File: config.mk
export PLATFORM = sky130hd
export DESIGN_NAME = cosim_stim_sequencer
export DESIGN_NICKNAME = d
export VERILOG_FILES = /design/src/rtl/cosim_stim_pkg.sv /design/src/rtl/cosim_lfsr32.sv /design/src/rtl/cosim_stim_sequencer.sv
export SDC_FILE = /design/constraint.sdc
export NUM_CORES = 1
export LEC_CHECK = 0
export BUFFER_PORTS_ARGS = -buffer_cell sky130_fd_sc_hd__buf_2
export CORE_UTILIZATION = 60
export DETAILED_ROUTE_END_ITERATION = 10
export MAX_ROUTING_LAYER = met4
export PLACE_DENSITY = 0.95
export REMOVE_ABC_BUFFERS = 1
export SLEW_MARGIN = 10
export SYNTH_ARGS = -nofsm -noshare
export SYNTH_HDL_FRONTEND = slang
export SYNTH_SLANG_ARGS = --single-unit
File: constraint.sdc
create_clock -name clk -period 4.8 [get_ports clk]
set_input_delay 0.96 -clock clk [delete_from_list [all_inputs] [get_ports clk]]
set_output_delay 0.96 -clock clk [all_outputs]
set_load 0.05 [all_outputs]
File: src/rtl/cosim_stim_pkg.sv
// Shared types and constants for the co-simulation stimulus sequencer.
package cosim_stim_pkg;

  typedef enum logic [2:0] {
    PH_IDLE = 3'd0,
    PH_RST1 = 3'd1,
    PH_GAP1 = 3'd2,
    PH_RAND = 3'd3,
    PH_RST2 = 3'd4,
    PH_GAP2 = 3'd5,
    PH_DIR  = 3'd6,
    PH_DONE = 3'd7
  } phase_t;

  localparam logic [31:0] SEED_DEFAULT     = 32'h0000_0001;
  localparam logic [31:0] TAPS_DEFAULT     = 32'h8020_0003;
  localparam logic [31:0] DIRECTED_DEFAULT = 32'hABCD_EFAB;

  // Ceiling log2; returns 0 for v <= 1.
  function automatic int unsigned clog2(input int unsigned v);
    int unsigned r;
    r = 0;
    for (int unsigned i = 0; i < 32; i++) begin
      if ((64'd1 << i) < 64'(v)) r = i + 1;
    end
    return r;
  endfunction

endpackage

File: src/rtl/cosim_lfsr32.sv
// 32-bit Galois LFSR with synchronous seed load and step enable.
module cosim_lfsr32
  import cosim_stim_pkg::*;
#(
  parameter logic [31:0] SEED = SEED_DEFAULT,
  parameter logic [31:0] TAPS = TAPS_DEFAULT
) (
  input  logic        clk,
  input  logic        rst,
  input  logic        load,
  input  logic        step,
  output logic [31:0] nxt_c
);

  // An all-zero state would lock the register up, so a zero seed becomes 1.
  localparam logic [31:0] SEED_SAFE = (SEED == 32'd0) ? 32'd1 : SEED;

  logic [31:0] q;

  always_comb begin
    nxt_c = q;
    if (rst || load) begin
      nxt_c = SEED_SAFE;
    end else if (step) begin
      nxt_c = (q >> 1) ^ (q[0] ? TAPS : 32'd0);
    end
  end

  always_ff @(posedge clk) begin
    q <= nxt_c;
  end

endmodule

File: src/rtl/cosim_stim_sequencer.sv
// Reusable stimulus generator: DUT reset, LFSR vectors, second reset, one
// directed vector, with a compare strobe on the last cycle of each hold.
module cosim_stim_sequencer
  import cosim_stim_pkg::*;
#(
  parameter int unsigned WIDTH      = 32,
  parameter int unsigned NUM_RANDOM = 1000,
  parameter int unsigned HOLD       = 2,
  parameter logic [31:0] SEED       = SEED_DEFAULT,
  parameter logic [31:0] TAPS       = TAPS_DEFAULT,
  parameter logic [31:0] DIRECTED   = DIRECTED_DEFAULT
) (
  input  logic                                clk,
  input  logic                                rst,
  input  logic                                start,
  output logic                                dut_rst,
  output logic [WIDTH-1:0]                    stim,
  output logic                                cmp_en,
  output logic [2:0]                          phase,
  output logic [clog2(NUM_RANDOM+1)-1:0]      vec_idx,
  output logic                                done
);

  localparam int unsigned VW = clog2(NUM_RANDOM + 1);
  localparam int unsigned HW = clog2(HOLD + 1);
  localparam logic [HW-1:0] HC_LAST = HW'(HOLD - 1);
  localparam logic [VW-1:0] VI_LAST = VW'(NUM_RANDOM - 1);

  phase_t          state_q, state_d;
  logic [HW-1:0]   hc_q, hc_d;
  logic [VW-1:0]   vi_d;
  logic            hold_last;
  logic            lfsr_load, lfsr_step;
  logic [31:0]     lfsr_nxt;
  logic            dut_rst_d, cmp_en_d, done_d;
  logic [WIDTH-1:0] stim_d;

  cosim_lfsr32 #(
    .SEED (SEED),
    .TAPS (TAPS)
  ) u_lfsr (
    .clk   (clk),
    .rst   (rst),
    .load  (lfsr_load),
    .step  (lfsr_step),
    .nxt_c (lfsr_nxt)
  );

  // Next state, counters and the output values that the next state implies.
  always_comb begin
    state_d   = state_q;
    hc_d      = hc_q;
    vi_d      = vec_idx;
    lfsr_load = 1'b0;
    lfsr_step = 1'b0;
    hold_last = (hc_q == HC_LAST);

    unique case (state_q)
      PH_IDLE, PH_DONE: begin
        if (start) begin
          state_d   = PH_RST1;
          hc_d      = '0;
          vi_d      = '0;
          lfsr_load = 1'b1;
        end
      end
      PH_RST1: begin
        if (hold_last) begin
          state_d = PH_GAP1;
          hc_d    = '0;
        end else begin
          hc_d = hc_q + HW'(1);
        end
      end
      PH_GAP1: state_d = PH_RAND;
      PH_RAND: begin
        if (hold_last) begin
          hc_d      = '0;
          lfsr_step = 1'b1;
          vi_d      = vec_idx + VW'(1);
          if (vec_idx == VI_LAST) state_d = PH_RST2;
        end else begin
          hc_d = hc_q + HW'(1);
        end
      end
      PH_RST2: begin
        if (hold_last) begin
          state_d = PH_GAP2;
          hc_d    = '0;
        end else begin
          hc_d = hc_q + HW'(1);
        end
      end
      PH_GAP2: state_d = PH_DIR;
      PH_DIR: begin
        if (hold_last) begin
          state_d = PH_DONE;
          hc_d    = '0;
        end else begin
          hc_d = hc_q + HW'(1);
        end
      end
      default: state_d = PH_IDLE;
    endcase

    dut_rst_d = state_d inside {PH_IDLE, PH_RST1, PH_RST2};
    done_d    = (state_d == PH_DONE);
    cmp_en_d  = (state_d inside {PH_RST1, PH_RAND, PH_RST2, PH_DIR}) && (hc_d == HC_LAST);
    stim_d    = '0;
    if (state_d == PH_RAND) begin
      stim_d = lfsr_nxt[WIDTH-1:0];
    end else if (state_d == PH_DIR) begin
      stim_d = DIRECTED[WIDTH-1:0];
    end
  end

  always_ff @(posedge clk) begin
    if (rst) begin
      state_q <= PH_IDLE;
      hc_q    <= '0;
      vec_idx <= '0;
      dut_rst <= 1'b1;
      stim    <= '0;
      cmp_en  <= 1'b0;
      done    <= 1'b0;
    end else begin
      state_q <= state_d;
      hc_q    <= hc_d;
      vec_idx <= vi_d;
      dut_rst <= dut_rst_d;
      stim    <= stim_d;
      cmp_en  <= cmp_en_d;
      done    <= done_d;
    end
  end

  assign phase = 3'(state_q);

endmodule

==> results of run 1 <==
## state kept, by name, indices dropped and copies added (netlist names)
signal / count
phase: 3
cmp_en: 1
hc_q: 2
dut_rst: 1
done: 1
vec_idx: 10
u_lfsr.q: 32
stim: 32
## per-layer routing
metal  track usage, %  up-vias
li1                 -     1214
met1            28.25     1201
met2            39.04       61
met3            6.746       18
met4            13.17        0
met5                -        -
## placed cells by master (no fill, tap or decap), types with 2 or more instances in the layout
cell / count
a21oi_1: 13
a21oi_2: 9
and2_1: 11
and3_1: 2
buf_2: 50
bufinv_16: 3
clkbuf_1: 3
clkbuf_8: 9
dfxtp_1: 82
inv_1: 3
mux2i_1: 20
nand2_1: 30
nand2b_1: 2
nand3_1: 6
nand4_1: 2
nor2_1: 57
nor2b_1: 7
nor3_1: 6
o21a_1: 21
o21ai_0: 4
or3_1: 3
xnor2_1: 5
xor2_1: 7
## worst max-delay path: stages (launching register included)
cell      delay [ps]
dfxtp_1          760
nand3b_4         320
nor2_4           130
a31oi_2          870
o21a_1           250
nor2_1            50
## final cells by class
class                      instances  area (um^2)
tap                               70        87.58
multi-input combinational        230         1469
inverter                           4        15.01
timing repair buffer              50        250.2
clock inverter                     4        98.84
clock buffer                      12        135.1
sequential                        82         1642
fill                             351         1475
## worst max path at each step
stage / from / to / slack [ps] / cells past startpoint
after floorplan: phase[2] / stim[10] / 2160 / 5
after global placement: start / stim[21] / 2160 / 6
after detailed placement: start / stim[30] / 2100 / 6
after CTS: phase[2] / stim[3] / 2290 / 5
after global routing: phase[0] / stim[0] / 2080 / 4
final: phase[2] / stim[3] / 2260 / 5
## cell families (layout without fill, tap and decap cells)
logic type                 Yosys count  after routing  synth area share, %
muxes                               20             20                6.133
buffers and inverters               25             70                4.906
and+or+nand+nor                    135            135                20.24
xor gates and xnor gates            12             12                3.220
AOI/OAI and AO/OA                   62             62                14.83
adders and majority gates            1              1               0.3832
DFF                                 82             82                50.29
## report_power, final
part,switching [mW],internal (mW),total [mW]
clock network,0.234,0.348,0.583
registers,0.00943,0.684,0.694
logic,0.0585,0.0214,0.0800
total,0.302,1.05,1.36
## per-stage QoR
stage / instances / setup slack, ps / utilization [%] / hold slack, ps
3_5_place_dp: 436 / 2096 / 66.96 / 459.3
5_1_grt: 452 / 2085 / 71.48 / 484.9
6_report: 452 / 2264 / 71.48 / 468.1
2_1_floorplan: 316 / 2158 / - / 443.5
4_1_cts: 452 / 2295 / 71.48 / 468.6
3_3_place_gp: 436 / 2164 / 66.96 / 450.9
==> impl_metrics.csv, run 1 <==
group,metric,value,unit
drt,vias_per_cell,5.518,
sta,clock_skew,11.07,ps
drt,wire_per_inst,14.09,um
power,ir_worst_vdd,0.0001956,V
clocking,ctsResizeCount,0,
yosys,async_flop_share,0,%
floorplan,num_rows,26,
yosys,ys_seq_elements,82,
floorplan,dieArea,5740,um^2
floorplan,die_h,75.76,um
drt,wl_met2,3203,um
yosys,ys_top_cells_by_area,"dfxtp_1, nor2_1, mux2i_1",
drt,top_layer,"met4",
sta,fin_tns_setup,0,ps
sta,finalHoldViolations,0,
worst_hold_path,whs_endpoint,"u_lfsr.q[2]",
critical_path,crit_type,"register to register",
drt,wl_met3,235,um
sta,relSlewSlack,23.33,%
critical_path,reg2reg_slack,2260,ps
yosys,syn_area,3264,um^2
final_layout,diodes,0,
final_layout,final_area,3697,um^2
critical_path,crit_path_start_kind,"register",
sta,worstMarginPinSlew,1146,ps
final_layout,syn_to_final_growth,13.26,%
yosys,syn_avg_cell_area,9.687,um^2
drt,antenna_left,0,
power,leakage,1.560,nW
yosys,synth_common_cells,"dfxtp_1, nor2_1, nand2_1, o21a_1, mux2i_1",
sta,finalCritPeriodShare,52.84,%
job,drv_cap,0,
yosys,synth_cell_type_count,48,
drt,routed_wirelength,6369,um
drt,drtIter0Drc,106,
worst_hold_path,holdPathStages,2,
yosys,synth-main-ff-cell,"dfxtp_1",
worst_hold_path,hp-class,"register to register",
yosys,yosysTopAreaCellShare,50.29,%
critical_path,worst-endpoint-required,4990,ps
yosys,netlist.top_cell.by_area,"dfxtp_1",
floorplan,io_pins,51,
grt,grt_overflow_total,0,
clocking,cts_buffers,9,
floorplan,start_util,63.11,%
sta,max_freq,394.3,MHz
critical_path,arrival,2730,ps
yosys,yosysMostFrequentCell,"dfxtp_1",
sta,setup-violations-final,0,
grt,antenna_found_initial,0,
place,place_area,3463,um^2
floorplan,die_x,75.76,um
clocking,cts_num_sinks,82,
clocking,worstSkewPairLatency,350,ps
worst_hold_path,hold_path_startpoint,"u_lfsr.q[3]",
sta,rsz0062_at_grt,"false",
grt,grt_pass1_wl,9970,um
sta,slew_viol_final,0,
clocking,cts_tree,"yes",
yosys,yosysSeqAreaShare,50.29,%
clocking,cts_hold_buf,0,
drt,drcViolationCount,0,
grt,grt_usage,24.60,%
clocking,htreeDepth,3,
sta,fin_crit,2536,ps
place,dp_hpwl,4022,um
critical_path,rr_worst_depth,5,
power,powerDensity,366.9,nW/um^2
critical_path,rr_endpoint,"stim[3]",
final_layout,nets,381,
floorplan,core_region_area,5172,um^2
yosys,synth-edff-count,0,
critical_path,crit_fanout,22,
yosys,ys_warn_count,0,
clocking,cts_setup_buffers,0,
grt,grt_max_degree,41,
place,gp_congestion,0.8314,
critical_path,timing.rr.start,"phase[2]",
place,port-buffer-count,50,
drt,drtPass1Iterations,4,
drt,drt-met1-wl,2775,um
clocking,clock-root-buffer,"clkbuf_8",
clocking,clk_path_buf_depth,2,
critical_path,cp-end-kind,"register",
clocking,clk_pin_slew,70,ps
power,fin_total_pwr,1.357,mW
yosys,syn_inst,337,
drt,dr_total_vias,2494,
run_status,run_status,"finished clean",
final_layout,drive_above_1_share,21.73,%
grt,grt_pass1_vias,2223,
Note: power is estimated with default switching activity, not from simulation.
==> inputs of run 2 (changes only) <==
CORE_UTILIZATION = 50   (was 60)
PLACE_DENSITY = 0.85   (was 0.95)
clock period = 2.2 ns   (was 4.8 ns; I/O delays follow)
==> run 2 against run 1 <==
Critical path depth up 1. Flip-flop and latch count did not move. Cell area grew 2.0%. Setup slack worse by 2000 ps. Register-to-register slack worse by 2000 ps. Via count fell by 2.2%. Total power grew 110%. Sequential power rose by 120%. Combinational power grew to 2.6 times the previous value. Final cell count is 3.3% higher. Hold slack got worse by 21 ps. Sequential share of layout area is 0.88 points lower. Largest cell class unchanged.
==> impl_metrics.csv, run 2 (synthesis results as in run 1) <==
group,metric,value,unit
final_layout,top_regs,"stim: 32 flops, u_lfsr.q: 32 flops, vec_idx: 10 flops",
critical_path,crit_fanout,15,
run_status,run_status,"finished clean",
sta,max_freq,503.6,MHz
sta,worstMarginPinSlew,545.3,ps
floorplan,core_region_area,6314,um^2
sta,fin_tns_setup,0,ps
critical_path,timing.rr.start,"phase[1]",
final_layout,fillers,561,
clocking,htreeDepth,3,
clocking,clock-root-buffer,"clkbuf_8",
floorplan,dieArea,6856,um^2
power,switching_share,23.96,%
floorplan,start_util,51.70,%
grt,grt_pass1_wl,10460,um
drt,drtPass1Iterations,4,
power,leakage,1.604,nW
critical_path,slowest_delay,670,ps
grt,grt_overflow_total,0,
sta,finalHoldViolations,0,
critical_path,worst-endpoint-required,2490,ps
place,dp_hpwl,4064,um
sta,clock_skew,9.576,ps
drt,dr_total_vias,2438,
final_layout,diodes,0,
power,fin_total_pwr,2.885,mW
clocking,cts_setup_buffers,0,
grt,grt_max_degree,41,
clocking,cts_buffers,9,
sta,setup-violations-final,0,
place,dp_cells,451,
power,pwr-share-clk,40.7,%
sta,finalCritPeriodShare,90.26,%
drt,drtIter0Drc,93,
final_layout,final_common_cell,"dfxtp_1",
clocking,clk_pin_slew,80,ps
power,p_int,2.194,mW
sta,setup_ws,214.3,ps
power,power.share.sequential,52.3,%
critical_path,crit_type,"register to register",
grt,antenna_found_initial,0,
critical_path,cp-end-kind,"register",
clocking,cts_tree,"yes",
floorplan,num_rows,29,
critical_path,slowest_stage,"dfxtp_1",
grt,grt_usage,19.55,%
floorplan,io_pins,51,
place,gp_congestion,0.8225,
final_layout,drive_above_1_share,24.10,%
critical_path,crit_chain,"nand3b_4, nor2_4, buf_4, nor2_1, or3b_1, a21oi_1",
power,power_switching,0.6911,mW
drt,antenna_left,0,
job,drv_cap,0,
drt,vias_per_cell,5.221,
place,port-buffer-count,50,
clocking,cts_num_sinks,82,
worst_hold_path,hp-class,"primary input to register",
drt,wire_per_inst,13.39,um
clocking,worstSkewPairLatency,350,ps
final_layout,nets,389,
final_layout,fin_util,59.75,%
critical_path,crit_path_start_kind,"register",
critical_path,arrival,2270,ps
grt,grt_pass1_vias,2353,
critical_path,reg2reg_slack,210,ps
final_layout,syn_to_final_growth,15.56,%
critical_path,startpoint,"phase[1]",
power,ir_worst_vdd,0.0004962,V
power,p_comb_share,7.1,%
drt,drcViolationCount,0,
floorplan,die_h,82.80,um
clocking,clk_path_buf_depth,2,
floorplan,die_x,82.80,um
sta,relSlewSlack,63.60,%
sta,fin_crit,1986,ps
power,powerDensity,764.8,nW/um^2
final_layout,layout_common_cells,"dfxtp_1, nor2_1, buf_2",
final_layout,fin_cells,467,
worst_hold_path,hold_path_startpoint,"rst",
clocking,cts_hold_buf,0,
drt,routed_wirelength,6255,um
sta,slew_viol_final,0,
sta,rsz0062_at_grt,"false",
place,dp_slack,246.6,ps
clocking,ctsResizeCount,0,
run 2: changes by cell type in the layout (fill, tap and decap cells not counted), sizes merged:
cell      previous run  this run
clkinvlp             0         1
bufinv               3         2
clkinv               0         3
clkbuf              12         9
buf                 50        58
run 2: stage by stage:
| stage | cell area, um^2 | hold slack [ps] |
|---|---|---|
| after floorplan | 3119 | 443.5 |
| after global placement | 3557 | 459.4 |
| after detailed placement | 3557 | 461.0 |
| after CTS | 3772 | 426.0 |
| after global routing | 3772 | 447.9 |
| final | 3772 | 446.8 |
run 2: worst max-delay path: cells and delay by family, from the launching register on:
| kind | cells | cell delay [ps] |
|---|---|---|
| AOI/OAI and AO/OA | 1 | 140 |
| and+or+nand+nor | 4 | 870 |
| DFF | 1 | 670 |
| buffers and inverters | 1 | 240 |
run 2: final cells by class:
type | count | area [um^2] | area share, %
clock buffer | 9 | 123.9 | 3.284
clock inverter | 7 | 91.34 | 2.421
inverter | 4 | 15.01 | 0.3980
tap | 77 | 96.34 | 2.554
multi-input combinational | 230 | 1469 | 38.94
timing repair buffer | 58 | 335.3 | 8.889
sequential | 82 | 1642 | 43.52
run 2: layer usage:
metal | global-route usage [%] | vias to the layer above | routed length, um
li1 | - | 1227 | -
met1 | 24.33 | 1130 | 3033
met2 | 29.43 | 66 | 2771
met3 | 5.070 | 15 | 318
met4 | 9.875 | 0 | 131
met5 | - | - | 0
run 2: path summary, 6_finish.rpt:
path                       to  cells after the start
setup reg to reg      stim[1]                      6
hold reg to reg   u_lfsr.q[2]                      2
hold / removal        hc_q[0]                      2
setup / recovery      stim[1]                      6
run 2: power groups by stage:
stage                     combinational, mW  sequential [mW]  clock, mW
after floorplan                       0.103             1.57          0
after global placement                0.199             1.54          0
after detailed placement              0.202             1.54          0
after CTS                             0.203             1.51       1.19
after global routing                  0.218             1.51       1.26
final                                 0.204             1.51       1.17
==> inputs of run 3 (changes only) <==
CORE_UTILIZATION = 60   (was 50)
PLACE_DENSITY = 0.95   (was 0.85)
clock period = 2.3 ns   (was 2.2 ns; I/O delays follow)
==> run 3 against run 2 <==
Combinational power decreased by 7%. Die area decreased by 16%. Cell area decreased by 1.8%. Fmax decreased by 2.9%. Critical path type unchanged.
==> impl_metrics.csv, run 3 (synthesis results as in run 1) <==
group,metric,value,unit
final_layout,final_area,3706,um^2
clocking,clock-root-buffer,"clkbuf_8",
drt,drtPass1Iterations,4,
power,leakage,1.561,nW
sta,rsz0062_at_grt,"false",
final_layout,top_regs,"stim: 32 flops, u_lfsr.q: 32 flops, vec_idx: 10 flops",
sta,relSlewSlack,49.85,%
grt,grt_max_degree,41,
critical_path,startpoint,"vec_idx[0]",
critical_path,cp-end-kind,"register",
floorplan,die_h,75.76,um
place,dp_hpwl,3985,um
critical_path,rr_endpoint,"stim[5]",
grt,grt_pass1_wl,10150,um
power,power.share.sequential,55.8,%
power,p_comb_share,7.3,%
power,ir_worst_vdd,0.0004433,V
floorplan,dieArea,5740,um^2
clocking,cts_setup_buffers,0,
floorplan,die_x,75.76,um
grt,grt_pass1_vias,2214,
critical_path,path_buf_inv,1,
clocking,cts_num_sinks,82,
floorplan,io_pins,51,
power,switching_share,27.04,%
critical_path,rr_worst_depth,7,
drt,routed_wirelength,6437,um
power,fin_total_pwr,2.586,mW
grt,grt_usage,25.09,%
power,powerDensity,697.7,nW/um^2
job,drv_cap,0,
clocking,clk_path_buf_depth,2,
sta,clock_skew,12.16,ps
drt,dr_total_vias,2463,
sta,setup_ws,255.5,ps
final_layout,syn_to_final_growth,13.53,%
drt,antenna_left,0,
grt,grt_overflow_total,0,
floorplan,core_region_area,5172,um^2
clocking,htreeDepth,3,
critical_path,worst-endpoint-required,2540,ps
clocking,clk_pin_slew,90,ps
power,power_switching,0.6993,mW
sta,finalCritPeriodShare,88.89,%
run_status,run_status,"finished clean",
clocking,ctsResizeCount,0,
critical_path,arrival,2290,ps
place,place_area,3528,um^2
final_layout,nets,388,
critical_path,crit_type,"register to register",
power,p_int,1.886,mW
critical_path,timing.rr.start,"vec_idx[0]",
critical_path,cp.depth,7,
clocking,cts_buffers,9,
drt,vias_per_cell,5.366,
sta,slew_viol_final,0,
final_layout,diodes,0,
place,gp_congestion,0.9071,
sta,setup-violations-final,0,
final_layout,final_common_cell,"dfxtp_1",
clocking,cts_tree,"yes",
sta,fin_tns_setup,0,ps
drt,drtIter0Drc,254,
floorplan,start_util,63.11,%
critical_path,setup.worst_path.end,"stim[5]",
critical_path,slowest_stage,"dfxtp_1",
final_layout,fin_util,71.65,%
critical_path,crit_family,"simple AND/OR/NAND/NOR gates",
sta,max_freq,489.1,MHz
final_layout,layout_common_cells,"dfxtp_1, nor2_1, buf_2",
grt,antenna_found_initial,0,
critical_path,crit_path_start_kind,"register",
worst_hold_path,hp-class,"primary input to register",
drt,drcViolationCount,0,
power,pwr-share-clk,36.9,%
critical_path,reg2reg_slack,260,ps
worst_hold_path,hold_path_startpoint,"rst",
critical_path,crit_chain,"ha_1, nand2_1, nor4_4, nand3_1, a21oi_2, buf_4, nor2_1",
final_layout,drive_above_1_share,23.65,%
clocking,worstSkewPairLatency,370,ps
floorplan,num_rows,26,
place,dp_slack,315.4,ps
sta,worstMarginPinSlew,752.3,ps
critical_path,crit_fanout,23,
sta,fin_crit,2045,ps
place,port-buffer-count,50,
drt,wire_per_inst,14.02,um
clocking,cts_hold_buf,0,
sta,finalHoldViolations,0,
critical_path,slowest_delay,400,ps
## run 3: changes by cell type in the layout (fill, tap and decap cells not counted)
cell	previous run	this run
clkinv_2	3	0
clkinvlp_4	1	4
bufinv_16	2	0
buf_12	2	1
clkbuf_1	0	1
inv_8	0	1
## run 3: layout make-up
type / instances / area, um^2
well taps: 70 / 87.58
flip-flops and latches: 82 / 1642
multi-input cells: 230 / 1469
fillers: 369 / 1466
clock inverters: 6 / 50.05
clock buffers: 10 / 127.6
repair buffers: 57 / 315.3
inverters: 4 / 15.01
## run 3: power by group through the flow
stage | clock (mW) | combinational (mW) | sequential [mW]
6_report | 0.953 | 0.189 | 1.44
5_1_grt | 1.03 | 0.202 | 1.45
4_1_cts | 0.965 | 0.186 | 1.44
3_5_place_dp | 0 | 0.185 | 1.48
3_3_place_gp | 0 | 0.182 | 1.48
2_1_floorplan | 0 | 0.0986 | 1.51
## run 3: per-stage QoR
step	hold WS (ps)	instances
5_1_grt	440.3	459
2_1_floorplan	443.5	316
4_1_cts	422.8	459
6_report	434.8	459
3_3_place_gp	454.3	443
3_5_place_dp	461.5	443
## run 3: worst min-delay path by stage
| stage | depth (start not counted) | endpoint | slack (ps) |
|---|---|---|---|
| floorplan | 2 | u_lfsr.q[30] | 440 |
| global placement | 2 | u_lfsr.q[2] | 450 |
| detailed placement | 2 | u_lfsr.q[4] | 460 |
| CTS | 2 | hc_q[0] | 420 |
| global route | 2 | hc_q[0] | 440 |
| finish | 2 | hc_q[0] | 430 |
## run 3: per-layer routing
| metal | share of wire (%) | global-route usage [%] | vias to the layer above |
|---|---|---|---|
| met3 | 5.5 | 5.159 | 12 |
| li1 | - | - | 1226 |
| met1 | 44 | 31.31 | 1146 |
| met2 | 48 | 37.46 | 79 |
| met4 | 2.1 | 14.81 | 0 |
| met5 | 0 | - | - |
## run 3: worst reg2reg max path, stage by stage (launching register included)
cell	delay, ps
dfxtp_1	400
ha_1	220
nand2_1	120
nor4_4	390
nand3_1	210
a21oi_2	200
buf_4	280
nor2_1	100
